### config.mk
export PLATFORM = sky130hd
export DESIGN_NAME = ftdi_frame_parser
export DESIGN_NICKNAME = d
export VERILOG_FILES = /design/src/rtl/ftdi_frame_parser.sv
export SDC_FILE = /design/constraint.sdc
export NUM_CORES = 1
export LEC_CHECK = 0
export CAP_MARGIN = 40
export CORE_MARGIN = 3
export CORE_UTILIZATION = 37
export DETAILED_ROUTE_END_ITERATION = 16
export PLACE_DENSITY_LB_ADDON = 0.3
export SYNTH_ARGS = -nofsm -noshare
export SYNTH_HDL_FRONTEND = slang
export SYNTH_SLANG_ARGS = --single-unit
### constraint.sdc
create_clock -name clk_pll -period 2.6 [get_ports clk_pll]
set_input_delay 0.39 -clock clk_pll [delete_from_list [all_inputs] [get_ports clk_pll]]
set_output_delay 0.39 -clock clk_pll [all_outputs]
set_load 0.02 [all_outputs]
### src/rtl/ftdi_frame_parser.sv
// ftdi_frame_parser
//
// Consumer stage that sits directly behind the FTDI interface's receive FIFO.
// It pops raw bytes from that FIFO, which is a standard FIFO: data appears one
// cycle after the pop. It hunts for a sync byte and then parses frames of the
// form [SYNC][LEN][PAYLOAD x LEN][CHK]. Payload bytes are streamed to the core
// over a valid/ready handshake as they arrive. Every completed or aborted frame
// is answered by pushing a single ACK or NAK byte into the transmit FIFO.
//
// The checksum is the 8-bit sum of LEN and all payload bytes. The payload has
// already been streamed by the time the checksum is known, so the core must
// drop the frame's payload when it sees frame_err.
//
// Ports:
//   clk_pll    in   system clock; all logic runs on its rising edge
//   reset_n    in   asynchronous active-low reset
//   rx_data    in   [7:0] receive FIFO dout (valid the cycle after rx_pop)
//   rx_empty   in   receive FIFO empty
//   rx_pop     out  receive FIFO rd_en
//   tx_data    out  [7:0] transmit FIFO din (ACK_BYTE / NAK_BYTE)
//   tx_push    out  transmit FIFO wr_en
//   tx_full    in   transmit FIFO full
//   pl_data    out  [7:0] payload byte
//   pl_valid   out  payload byte valid
//   pl_last    out  final payload byte of the frame
//   pl_ready   in   core accepts the payload byte
//   frame_ok   out  one-cycle pulse, checksum matched
//   frame_err  out  one-cycle pulse, frame rejected
//   err_code   out  [1:0] reject cause (1 bad LEN, 2 bad CHK, 3 timeout),
//                   held until the next frame_err
module ftdi_frame_parser #(
  parameter logic [7:0] SYNC_BYTE      = 8'hA5,
  parameter int         MAX_LEN        = 64,
  parameter int         TIMEOUT_CYCLES = 100000,
  parameter logic [7:0] ACK_BYTE       = 8'h06,
  parameter logic [7:0] NAK_BYTE       = 8'h15
) (
  input  logic       clk_pll,
  input  logic       reset_n,
  input  logic [7:0] rx_data,
  input  logic       rx_empty,
  output logic       rx_pop,
  output logic [7:0] tx_data,
  output logic       tx_push,
  input  logic       tx_full,
  output logic [7:0] pl_data,
  output logic       pl_valid,
  output logic       pl_last,
  input  logic       pl_ready,
  output logic       frame_ok,
  output logic       frame_err,
  output logic [1:0] err_code
);

  localparam int               TMO_W     = $clog2(TIMEOUT_CYCLES + 1);
  localparam logic [TMO_W-1:0] TMO_LAST  = TMO_W'(TIMEOUT_CYCLES - 1);
  localparam logic [TMO_W-1:0] TMO_ONE   = TMO_W'(1);
  localparam logic [7:0]       MAX_LEN_B = 8'(MAX_LEN);

  typedef enum logic [2:0] {
    ST_IDLE,
    ST_LEN,
    ST_PAYLOAD,
    ST_CHK,
    ST_RESP
  } state_t;

  state_t           state_q;
  state_t           state_d;
  logic             rd_pend;
  logic [7:0]       sum_q;
  logic [7:0]       remain_q;
  logic [TMO_W-1:0] tmo_cnt;
  logic             resp_nak;

  logic             capture;
  logic             in_frame;
  logic             len_bad;
  logic             pl_stall;
  logic             tmo_count_en;
  logic             tmo_hit;
  logic             ok_d;
  logic             err_d;
  logic [1:0]       code_d;

  // A pop issued last cycle means rx_data holds a fresh byte this cycle.
  // The state never changes between a pop and its capture: captures and
  // timeouts are mutually exclusive, and RESP never pops.
  assign capture  = rd_pend;
  assign in_frame = (state_q == ST_LEN) || (state_q == ST_PAYLOAD) || (state_q == ST_CHK);
  assign len_bad  = (rx_data == 8'd0) || (rx_data > MAX_LEN_B);

  // A held payload byte that the core refuses is back-pressure, not
  // starvation, so those cycles never advance the timeout.
  assign pl_stall     = pl_valid && !pl_ready;
  assign tmo_count_en = in_frame && rx_empty && !rd_pend && !pl_stall;
  assign tmo_hit      = tmo_count_en && (tmo_cnt == TMO_LAST);

  // State register.
  always_ff @(posedge clk_pll or negedge reset_n) begin
    if (!reset_n) begin
      state_q <= ST_IDLE;
    end else begin
      state_q <= state_d;
    end
  end

  // Next-state logic plus the decision for the frame result pulses. A frame
  // leaves through RESP exactly once, carrying either ok or err.
  always_comb begin
    state_d = state_q;
    ok_d    = 1'b0;
    err_d   = 1'b0;
    code_d  = 2'd0;
    case (state_q)
      ST_IDLE: begin
        if (capture && (rx_data == SYNC_BYTE)) begin
          state_d = ST_LEN;
        end
      end
      ST_LEN: begin
        if (capture) begin
          if (len_bad) begin
            err_d   = 1'b1;
            code_d  = 2'd1;
            state_d = ST_RESP;
          end else begin
            state_d = ST_PAYLOAD;
          end
        end else if (tmo_hit) begin
          err_d   = 1'b1;
          code_d  = 2'd3;
          state_d = ST_RESP;
        end
      end
      ST_PAYLOAD: begin
        if (capture) begin
          if (remain_q == 8'd1) begin
            state_d = ST_CHK;
          end
        end else if (tmo_hit) begin
          err_d   = 1'b1;
          code_d  = 2'd3;
          state_d = ST_RESP;
        end
      end
      ST_CHK: begin
        if (capture) begin
          if (rx_data == sum_q) begin
            ok_d = 1'b1;
          end else begin
            err_d  = 1'b1;
            code_d = 2'd2;
          end
          state_d = ST_RESP;
        end else if (tmo_hit) begin
          err_d   = 1'b1;
          code_d  = 2'd3;
          state_d = ST_RESP;
        end
      end
      ST_RESP: begin
        if (!tx_full) begin
          state_d = ST_IDLE;
        end
      end
      default: begin
        state_d = ST_IDLE;
      end
    endcase
  end

  // FIFO-facing outputs. Only one read is ever outstanding, and in PAYLOAD we
  // only pop when the output register will be free by the time the byte
  // lands. Gating with reset_n keeps rx_pop low while reset is held.
  always_comb begin
    rx_pop  = 1'b0;
    tx_push = 1'b0;
    tx_data = 8'h00;
    if (reset_n && !rx_empty && !rd_pend && (state_q != ST_RESP) &&
        ((state_q != ST_PAYLOAD) || !pl_valid || pl_ready)) begin
      rx_pop = 1'b1;
    end
    if (state_q == ST_RESP) begin
      tx_data = resp_nak ? NAK_BYTE : ACK_BYTE;
      tx_push = !tx_full;
    end
  end

  // Read-pending flag, running checksum and remaining payload count.
  always_ff @(posedge clk_pll or negedge reset_n) begin
    if (!reset_n) begin
      rd_pend  <= 1'b0;
      sum_q    <= 8'h00;
      remain_q <= 8'h00;
    end else begin
      rd_pend <= rx_pop;
      if (capture) begin
        case (state_q)
          ST_IDLE: begin
            if (rx_data == SYNC_BYTE) begin
              sum_q <= 8'h00;
            end
          end
          ST_LEN: begin
            if (!len_bad) begin
              sum_q    <= rx_data;
              remain_q <= rx_data;
            end
          end
          ST_PAYLOAD: begin
            sum_q    <= sum_q + rx_data;
            remain_q <= remain_q - 8'd1;
          end
          default: begin
          end
        endcase
      end
    end
  end

  // Starvation counter: restarts on every captured byte and whenever we are
  // outside a frame, so it only measures silence inside a frame.
  always_ff @(posedge clk_pll or negedge reset_n) begin
    if (!reset_n) begin
      tmo_cnt <= '0;
    end else if (capture || !in_frame) begin
      tmo_cnt <= '0;
    end else if (tmo_count_en) begin
      tmo_cnt <= tmo_cnt + TMO_ONE;
    end
  end

  // Payload output register. A byte captured on the same cycle the core
  // accepts the previous one simply replaces it, keeping pl_valid high.
  always_ff @(posedge clk_pll or negedge reset_n) begin
    if (!reset_n) begin
      pl_valid <= 1'b0;
      pl_data  <= 8'h00;
      pl_last  <= 1'b0;
    end else if (capture && (state_q == ST_PAYLOAD)) begin
      pl_valid <= 1'b1;
      pl_data  <= rx_data;
      pl_last  <= (remain_q == 8'd1);
    end else if (pl_valid && pl_ready) begin
      pl_valid <= 1'b0;
      pl_last  <= 1'b0;
    end
  end

  // Result pulses, sticky error cause and the response byte selection.
  always_ff @(posedge clk_pll or negedge reset_n) begin
    if (!reset_n) begin
      frame_ok  <= 1'b0;
      frame_err <= 1'b0;
      err_code  <= 2'd0;
      resp_nak  <= 1'b0;
    end else begin
      frame_ok  <= ok_d;
      frame_err <= err_d;
      if (err_d) begin
        err_code <= code_d;
      end
      if (ok_d || err_d) begin
        resp_nak <= err_d;
      end
    end
  end

endmodule

# ---- After elaboration in Yosys (flattened, before gate mapping)
# Index checks and enable logic that the tools add are counted.
dict set report op_classes {
  order_cmp 1
  eq_ne 15
  n_reduce_logical 35
  addsub 3
  muxes 39
}
# operator count
set ops {}
lappend ops {{2-to-1 mux 17 bit} 2}
lappend ops {{2-to-1 mux 3 bit} 8}
lappend ops {{one-hot mux 8 bit (3 select lines)} 1}
lappend ops {{adder 17 x 1 -> 17 bit (second input constant)} 1}
lappend ops {{equality test 17 bit (second input constant)} 1}
lappend ops {{2-to-1 mux 8 bit} 2}
lappend ops {{one-hot mux 8 bit (2 select lines)} 1}
lappend ops {{2-to-1 mux 1 bit} 15}
lappend ops {{one-hot mux 3 bit (5 select lines)} 1}
lappend ops {{logical AND 1 bit} 12}
lappend ops {{2-to-1 mux 2 bit} 5}
lappend ops {{2-to-1 mux 5 bit} 2}
lappend ops {{adder 8 bit} 1}
lappend ops {{equality test 8 x 1 -> 1 bit (second input constant)} 1}
lappend ops {{equality test 8 bit} 1}
lappend ops {{equality test 8 bit (second input constant)} 1}
lappend ops {{greater-than comparator 8 x 7 -> 1 bit (second input constant)} 1}
lappend ops {{zero test 8 bit} 1}
lappend ops {{!= test 2 bit (second input constant)} 4}
lappend ops {{subtractor 8 x 1 -> 8 bit (second input constant)} 1}
lappend ops {{zero test 1 bit} 7}
lappend ops {{logical OR 1 bit} 7}
lappend ops {{equality test 3 x 2 -> 1 bit (second input constant)} 2}
lappend ops {{!= test 3 x 2 -> 1 bit (second input constant)} 2}
lappend ops {{10 further kinds} 13}
dict set report word_totals {
  output_inout_bits 24
  ff_bits 52
  elab_cells 105
  in_bits 13
}

# ---- Logic depth before layout (Yosys ltp)
# Gate-level depths: netlist of the first run.
dict set report logic_depth {
  word_depth 11
  ltp_mapped 8
  mapped_depth_nobuf 8
}

# ---- Worst setup path after synthesis of the first run
# No wires, ideal clock.
dict set report synth_timing {
  path_kind {input -> register}
  startpoint {in rx_data[0]}
  endpoint {reg sum_q[6]}
  required_ns 2.475
  setup_slack_ns 0.535
  cell_stages 8
  t_arrival_ns 1.941
  setup_ns 0.125
  n_path_buf 0
  cell_sequence {ha_1 > fa_1 > a21o_1 > a211oi_1 > o21bai_1 > xnor2_1 > o21ai_0 > mux2_2}
}
dict set report synth_via {
  elab_chain_len 4
  elab_cells_between_ends 9
  cone_classes {1 x add/sub; 1 x order compare; 3 x eq/ne; 1 x mux; 3 x reduce/logical}
}
# element line_no
set synth_lines {}
lappend synth_lines {{start: declaration} 40} ;# input logic [7:0] rx_data,
lappend synth_lines {{greater-than comparator 8 x 7 -> 1 bit or zero test 8 bit (tied branches)} 91} ;# assign len_bad = (rx_data == 8'd0) || (rx_data > MAX_LEN_B);
lappend synth_lines {{logical OR 1 bit} 91}
lappend synth_lines {{!= test 2 bit (no line)} -}
lappend synth_lines {{AND reduction 4 bit (no line)} -}
lappend synth_lines {{end signal: assignment} 207} ;# sum_q <= rx_data;
lappend synth_lines {{end signal: assignment} 212} ;# sum_q <= sum_q + rx_data;
lappend synth_lines {{end: declaration} 71} ;# logic [7:0] sum_q;
# Several ways; a longest one is shown, not always the timed one.
# A chain may end at the register's enable or synchronous reset.

# ---- Worst setup path after layout of the first run
# Same ends and word-level chain as after synthesis.

==> out/metrics.json, run 1 <==
{
  "status": "finished clean",
  "synthTopCellsByArea": "dfrtp_1 (43%), nand2_1 (6.3%), ha_1 (4.1%), nor2_1 (4.1%), o21ai_0 (3.3%)",
  "power.leakage_nw": 1.619,
  "post-dp-hpwl_um": 5154,
  "synth-compound-area-share_pct": 14.32,
  "fin_crit_ns": 2.357,
  "synthMostInstantiatedCell": "dfrtp_1",
  "num_rows": 32,
  "timing.final.setup_violations": 0,
  "cts.repair_timing.setup_buffer_count": 0,
  "grt_overflow": 0,
  "die_w_um": 96.65,
  "die_area_um2": 9341,
  "synth_top_area_share_pct": 42.80,
  "postLayoutCoreUtil_pct": 47.26,
  "vdd_drop_max_v": 0.0004555,
  "critPathKind": "primary input to flip-flop",
  "sinks_on_clock_net": 52,
  "area_delta_synth_final_pct": 21.98,
  "syn_inst": 329,
  "core_area_um2": 7848,
  "grt_pass1_wl_um": 12240,
  "pwr-share-clk_pct": 16.8,
  "synth_enable_flop_cells": 0,
  "finalHoldViolations": 0,
  "vias": 2554,
  "worst-r2r-setup-slack_ns": 0.44,
  "number_of_iterations_in_the_first_detailed_routing_pass": 4,
  "antenna-diode-count": 0,
  "finish.cell_count_without_fillers": 485,
  "ratio_of_total_power_to_cell_area_nw_per_um2": 867.4,
  "placement.cell_area_um2": 3608,
  "clock_tree_from_tritoncts": "yes",
  "synth_top_family_by_area": "simple AND/OR/NAND/NOR gates",
  "clk-insertion-delay-late_ns": 0.30,
  "async_flop_share_pct": 100.0,
  "r2r_end": "sum_q[6]$_DFFE_PN0P_",
  "detail_route.wl_per_cell_um": 14.51,
  "synth.area.mux_share_pct": 3.251,
  "cp_data_required_time_ns": 2.80,
  "fmaxAchievable_mhz": 424.2,
  "final.setup.worst_slack_ns": 0.2427,
  "worst-endpoint-arrival_ns": 2.55,
  "total_number_of_yosys_warnings": 0,
  "synth_adder_area_share_pct": 4.774,
  "power.switching_fraction_pct": 38.27,
  "clkTransAtPathRegs_ns": 0.10,
  "post_synth_and_or_nand_nor_area_fraction_pct": 24.44,
  "preCtsSetupSlack_ns": -0.07155,
  "syn-mean-instance-area_um2": 9.241,
  "internal-power_mw": 1.986,
  "yosys.area_share.xor_xnor_pct": 5.473,
  "rr_startpoint": "sum_q[0]$_DFFE_PN0P_",
  "io_pins": 37,
  "cts_made_buffers": 5,
  "final_layout_size_suffix_gt1_share_pct": 14.88,
  "combinationalPowerShare_pct": 44.3,
  "vert_die_dim_um": 96.65,
  "drc": 0,
  "ys_dominant_reg_cell": "dfrtp_1",
  "layout.filler_cells": 765,
  "postRouteAntennaNets": 0,
  "total_power_mw": 3.217,
  "synth_sequential_area_ratio_pct": 42.80,
  "longest_clk_path_bufs": 2,
  "drt_wl_total_um": 7039,
  "ys_types": 57,
  "h-tree-depth": 2,
  "fin_skew_ns": 0.01140,
  "synthTopCellsByCount": "dfrtp_1 (52), nand2_1 (51), nor2_1 (33)",
  "timing.slew.headroom_pct": 54.28,
  "cap_viol_max_count": 0,
  "min_path_type": "primary input to async pin",
  "initial_utilization_pct": 38.74,
  "grt_pass1_vias": 2450,
  "critical_path.startpoint_type": "primary input",
  "critPathMaxFanout": 3,
  "rr_worst_depth": 8,
  "port_buffers": 32,
  "grt_setup_unrepaired": "no",
  "final_nets": 408,
  "clk_root_buffer_cell": "clkbuf_8",
  "post_route_standard_cell_area_excluding_fillers_um2": 3709,
  "synth_area_um2": 3040,
  "place.detailed.instances": 479,
  "worstMarginPinSlew_ns": 0.6859,
  "postSynthRegisterBits": 52,
  "total_routing_usage_reported_by_global_routing_pct": 15.72,
  "viasPerCell": 5.266,
  "final-max-slew-violation-count": 0,
  "pwr-share-seq_pct": 38.9,
  "critPathCaptureType": "flip-flop",
  "drtIter0Drc": 118,
  "period_share_pct": 90.67,
  "grt_start_max_net_pins": 53,
  "yosys.area.top_type": "dfrtp_1",
  "p_switching_mw": 1.231,
  "initial_antenna_violation_count": 0,
  "gp_congestion": 0.8935
}
[placed cells by master, fill, tap and decap left out, drive strengths merged, types with 9 or more instances in the layout]
cell type	count
a21oi	16
buf	30
clkdlybuf4s50	31
dfrtp	52
ha	10
nand2	51
nand3	13
nand4	9
nor2	33
nor3	10
o21ai	21
xor2	11
[critical path: stages]
cell	delay [ns]
clkdlybuf4s50_1	0.45
ha_1	0.25
fa_1	0.39
a21o_1	0.21
a211oi_1	0.26
o21bai_1	0.12
xnor2_1	0.13
o21ai_0	0.08
mux2_2	0.27
[how the worst max path moves through the flow]
| stage | endpoint | start | slack, ns |
|---|---|---|---|
| CTS | rx_pop | state_q[0]$_DFFE_PN0P_ | 0.13 |
| detailed placement | sum_q[6]$_DFFE_PN0P_ | rx_data[0] | -0.07 |
| global placement | sum_q[6]$_DFFE_PN0P_ | rx_data[0] | -0.009 |
| floorplan | sum_q[6]$_DFFE_PN0P_ | rx_data[0] | 0.53 |
| global route | rx_pop | state_q[1]$_DFFE_PN0P_ | 0.06 |
| finish | sum_q[6]$_DFFE_PN0P_ | rx_data[0] | 0.24 |
[flip-flops by register name, indices dropped and copies added, names as in the netlist]
name       flops
tmo_cnt       17
pl_data        8
remain_q       8
sum_q          8
state_q        3
err_code       2
capture        1
frame_err      1
frame_ok       1
pl_last        1
pl_valid       1
resp_nak       1
[metal layers]
layer | GRT usage (%) | up-vias | wire [µm] | part of all wire, %
li1 | - | 1270 | - | -
met1 | 21.87 | 1233 | 3357 | 48
met2 | 25.27 | 49 | 3351 | 48
met3 | 3.461 | 2 | 289 | 4.1
met4 | 3.240 | 0 | 41 | 0.58
met5 | 0 | - | 0 | 0
[stage by stage]
step	hold slack (ns)	setup TNS, ns
final	0.2420	0
after global routing	0.2914	0
after CTS	0.2785	0
after detailed placement	0.4613	-0.07155
after global placement	0.4627	-0.008869
after floorplan	0.09441	0
[final cells by class]
type	instances	area (µm²)	area share (%)
multi-input cells	256	1604	43.25
repair buffers	61	545.5	14.71
well taps	102	127.6	3.441
flip-flops and latches	52	1303	35.12
clock buffers	5	68.82	1.856
inverters	8	30.03	0.8097
clock inverters	1	30.03	0.8097
[cell families after synthesis]
group                      Yosys count
AOI/OAI and AO/OA                   65
xor gates and xnor gates            19
adders and majority gates           11
buffers and inverters               24
DFF                                 52
muxes                                9
other                                1
and+or+nand+nor                    148
[power groups by stage]
stage / clock, mW / combinational, mW / sequential (mW)
floorplan: 0 / 0.898 / 1.31
global placement: 0 / 1.42 / 1.25
detailed placement: 0 / 1.44 / 1.26
CTS: 0.559 / 1.44 / 1.25
global route: 0.600 / 1.60 / 1.29
finish: 0.540 / 1.43 / 1.25
[timing repair]
item / in CTS / in global routing
resized for setup: 0 / 1
hold buffers: 0 / 0
endpoints found under the setup margin: 0 / 1
Note: power is estimated with default switching activity, not from simulation.
==> inputs of run 2 (changes only) <==
==> constraint.sdc (replaced) <==
create_clock -name clk_pll -period 2.6 [get_ports clk_pll]
set_input_delay 0.39 -clock clk_pll [delete_from_list [all_inputs] [get_ports clk_pll]]
set_output_delay 0.39 -clock clk_pll [all_outputs]
set_load 0.1 [all_outputs]
==> run 2 against run 1 <==
Clock power shrank 12%. First-iteration DRC count grew 25%. Setup slack gained 0.056 ns. Register-to-register slack hardly changed. Via count fell by 0.59%. Routed wire length increased by 1.0%. Clock-buffer cell count increased by 1. Combinational power rose by 40%. Critical endpoint is now sum_q[7]$_DFFE_PN0P_. Largest cell class unchanged. Highest routed layer unchanged.
==> out/metrics.json, run 2 (synthesis gave the netlist of run 1 again) <==
{
  "die_w": {"value": 96.65, "unit": "µm", "change": "unchanged"},
  "grt_use_met2": {"value": 24.20, "unit": "%", "change": "-1.1 points"},
  "cp-startpoint": "rx_data[1]",
  "worst-r2r-setup-slack": {"value": 0.45, "unit": "ns", "change": "about the same"},
  "core_area": {"value": 7848, "unit": "µm²", "change": "unchanged"},
  "postLayoutCoreUtil": {"value": 45.71, "unit": "%", "change": "-1.5 points"},
  "rr_startpoint": "sum_q[0]$_DFFE_PN0P_",
  "finalHoldViolations": {"value": 0, "change": "unchanged"},
  "cts_made_buffers": {"value": 5, "change": "unchanged"},
  "multi_input_comb_area": {"value": 1612, "unit": "µm²", "change": "+0.47%"},
  "p_switching": {"value": 1.876, "unit": "mW", "change": "+52%"},
  "power.switching_fraction": {"value": 50.24, "unit": "%", "change": "+12 points"},
  "vias": {"value": 2539, "change": "-0.59%"},
  "timing.critical_path.buf_inv": {"value": 1, "change": "unchanged"},
  "antenna-diode-count": {"value": 0, "change": "unchanged"},
  "r2r_end": "sum_q[6]$_DFFE_PN0P_",
  "fin_skew": {"value": 0.01056, "unit": "ns", "change": "-0.0008357 ns"},
  "cp_data_required_time": {"value": 2.86, "unit": "ns", "change": "+0.06 ns"},
  "cts_resized": {"value": 0, "change": "unchanged"},
  "drt_wl_total": {"value": 7112, "unit": "µm", "change": "+1.0%"},
  "worstMarginPinSlew": {"value": 0.6593, "unit": "ns", "change": "-0.02660 ns"},
  "clk_root_buffer_cell": "clkbuf_8",
  "crit_chain": "clkdlybuf4s50_1, ha_1, a21oi_1, o211ai_1, o41ai_1, xor2_1, mux2i_1, a21o_1",
  "critPathMaxFanout": {"value": 5, "change": "+2"},
  "initial_utilization": {"value": 38.74, "unit": "%", "change": "unchanged"},
  "longest_clk_path_bufs": {"value": 2, "change": "unchanged"},
  "min_path_type": "primary input to async pin",
  "mostFrequentLayoutCells": "dfrtp_1 (52), nand2_1 (51), buf_4 (39), nor2_1 (32), o21ai_0 (20)",
  "grt_busiest_layer": "met2",
  "number_of_iterations_in_the_first_detailed_routing_pass": {"value": 4, "change": "unchanged"},
  "timing.slew.headroom": {"value": 56.05, "unit": "%", "change": "+1.8 points"},
  "met3_demand_to_capacity_share_in_global_routing": {"value": 2.523, "unit": "%", "change": "-0.94 points"},
  "max_stage_delay": {"value": 0.51, "unit": "ns", "change": "+0.06 ns"},
  "final_nets": {"value": 399, "change": "-2.2%"},
  "fmaxAchievable": {"value": 434.5, "unit": "MHz", "change": "+2.4%"},
  "post-dp-hpwl": {"value": 5200, "unit": "µm", "change": "+0.90%"},
  "use_met1": {"value": 22.67, "unit": "%", "change": "+0.80 points"},
  "io_pins": {"value": 37, "change": "unchanged"},
  "cpLargestDelayFamily": "compound AO/OA/AOI/OAI gates",
  "combinationalPowerShare": {"value": 53.7, "unit": "%", "change": "+9.4 points"},
  "critPathCaptureType": "flip-flop",
  "cts.repair_timing.setup_buffer_count": {"value": 0, "change": "unchanged"},
  "final-max-slew-violation-count": {"value": 0, "change": "unchanged"},
  "grt_setup_unrepaired": "no",
  "final_layout_size_suffix_gt1_share": {"value": 18.62, "unit": "%", "change": "+3.7 points"},
  "largest_register_ff_count": {"value": 17, "change": "unchanged"},
  "layout.filler_cells": {"value": 796, "change": "+4.1%"},
  "critPathKind": "primary input to flip-flop",
  "critical_path.startpoint_type": "primary input",
  "timing.critical_path.slowest_stage_cell": "clkdlybuf4s50_1",
  "ratio_of_total_power_to_cell_area": {"value": 1041, "unit": "nW/µm²", "change": "+20%"},
  "pwr-share-clk": {"value": 12.7, "unit": "%", "change": "-4.1 points"},
  "drtIter0Drc": {"value": 148, "change": "+25%"},
  "fin_crit": {"value": 2.301, "unit": "ns", "change": "-0.05607 ns"},
  "number_of_logic_stages_on_the_critical_path_including_buffering": {"value": 8, "change": "-1"},
  "postRouteAntennaNets": {"value": 0, "change": "unchanged"},
  "drc": {"value": 0, "change": "unchanged"},
  "initial_antenna_violation_count": {"value": 0, "change": "unchanged"},
  "clock_tree_from_tritoncts": "yes",
  "grt_overflow": {"value": 0, "change": "unchanged"},
  "pwr-share-seq": {"value": 33.6, "unit": "%", "change": "-5.3 points"},
  "gp_congestion": {"value": 0.9228, "change": "+3.3%"},
  "area_delta_synth_final_pct": 17.98,
  "grt_start_max_net_pins": {"value": 53, "change": "unchanged"},
  "die_area": {"value": 9341, "unit": "µm²", "change": "unchanged"},
  "clkTransAtPathRegs": {"value": 0.10, "unit": "ns", "change": "about the same"},
  "viasPerCell": {"value": 5.312, "change": "+0.87%"},
  "final.setup.worst_slack": {"value": 0.2988, "unit": "ns", "change": "+0.05607 ns"},
  "cap_viol_max_count": {"value": 0, "change": "unchanged"},
  "grt_pass1_wl": {"value": 12390, "unit": "µm", "change": "+1.2%"},
  "sinks_on_clock_net": {"value": 52, "change": "unchanged"},
  "timing.final.setup_violations": {"value": 0, "change": "unchanged"},
  "clk-insertion-delay-late": {"value": 0.31, "unit": "ns", "change": "about the same"},
  "detail_route.wl_per_cell": {"value": 14.88, "unit": "µm", "change": "+2.5%"},
  "power.leakage": {"value": 1.592, "unit": "nW", "change": "-1.7%"},
  "worst-endpoint-arrival": {"value": 2.56, "unit": "ns", "change": "about the same"},
  "period_share": {"value": 88.51, "unit": "%", "change": "-2.2 points"},
  "fin_setup_tns": {"value": 0, "unit": "ns", "change": "unchanged"},
  "vdd_drop_max": {"value": 0.0008427, "unit": "V", "change": "+85%"},
  "h-tree-depth": {"value": 2, "change": "unchanged"},
  "internal-power": {"value": 1.858, "unit": "mW", "change": "-6.5%"},
  "preCtsSetupSlack": {"value": -0.1164, "unit": "ns", "change": "-0.04485 ns"},
  "total_routing_usage_reported_by_global_routing": {"value": 15.81, "unit": "%", "change": "+0.090 points"},
  "num_rows": {"value": 32, "change": "unchanged"},
  "grt_pass1_vias": {"value": 2572, "change": "+5.0%"},
  "rr_worst_depth": {"value": 8, "change": "unchanged"},
  "status": "finished clean",
  "mostFrequentLayoutCell": "dfrtp_1",
  "hold_buf_count_cts": {"value": 0, "change": "unchanged"},
  "regMostFlops": "tmo_cnt",
  "ff_latch_area": {"value": 1301, "unit": "µm²", "change": "about the same"},
  "vert_die_dim": {"value": 96.65, "unit": "µm", "change": "unchanged"},
  "port_buffers": {"value": 32, "change": "unchanged"},
  "worst_setup_path_endpoint": "sum_q[7]$_DFFE_PN0P_"
}
[run 2: metal layers]
layer,share of wire [%],wire length [µm],vias up
li1,-,-,1247
met1,48,3443,1233
met2,46,3272,51
met3,4.1,293,8
met4,1.5,104,0
met5,0,0,-
[run 2: layout make-up]
type / count / share of cell area, %
repair buffers: 52 / 11.93
flip-flops and latches: 52 / 36.27
multi-input cells: 256 / 44.93
inverters: 8 / 0.8371
well taps: 102 / 3.558
clock inverters: 2 / 0.4534
clock buffers: 6 / 2.023
[run 2: how the worst min path moves through the flow]
stage               depth (start not counted)                     end
global route                                2    sum_q[1]$_DFFE_PN0P_
detailed placement                          2  pl_data[3]$_DFFE_PN0P_
finish                                      2    sum_q[1]$_DFFE_PN0P_
global placement                            2  pl_data[2]$_DFFE_PN0P_
floorplan                                   0       capture$_DFF_PN0_
CTS                                         2      frame_ok$_DFF_PN0_
[run 2: power by group through the flow]
stage / clock, mW / combinational [mW] / sequential [mW]
6_report: 0.474 / 2.00 / 1.26
5_1_grt: 0.520 / 2.16 / 1.29
4_1_cts: 0.495 / 2.01 / 1.25
3_5_place_dp: 0 / 2.00 / 1.27
3_3_place_gp: 0 / 1.97 / 1.26
2_1_floorplan: 0 / 0.963 / 1.84
[run 2: stage by stage]
stage	power, mW	area [µm²]	std cells	hold slack, ns
after floorplan	2.798	3058	332	0.09441
after global placement	3.232	3497	470	0.4667
after detailed placement	3.267	3497	470	0.4633
after CTS	3.758	3586	478	0.2874
after global routing	3.974	3587	478	0.3006
final	3.733	3587	478	0.2338
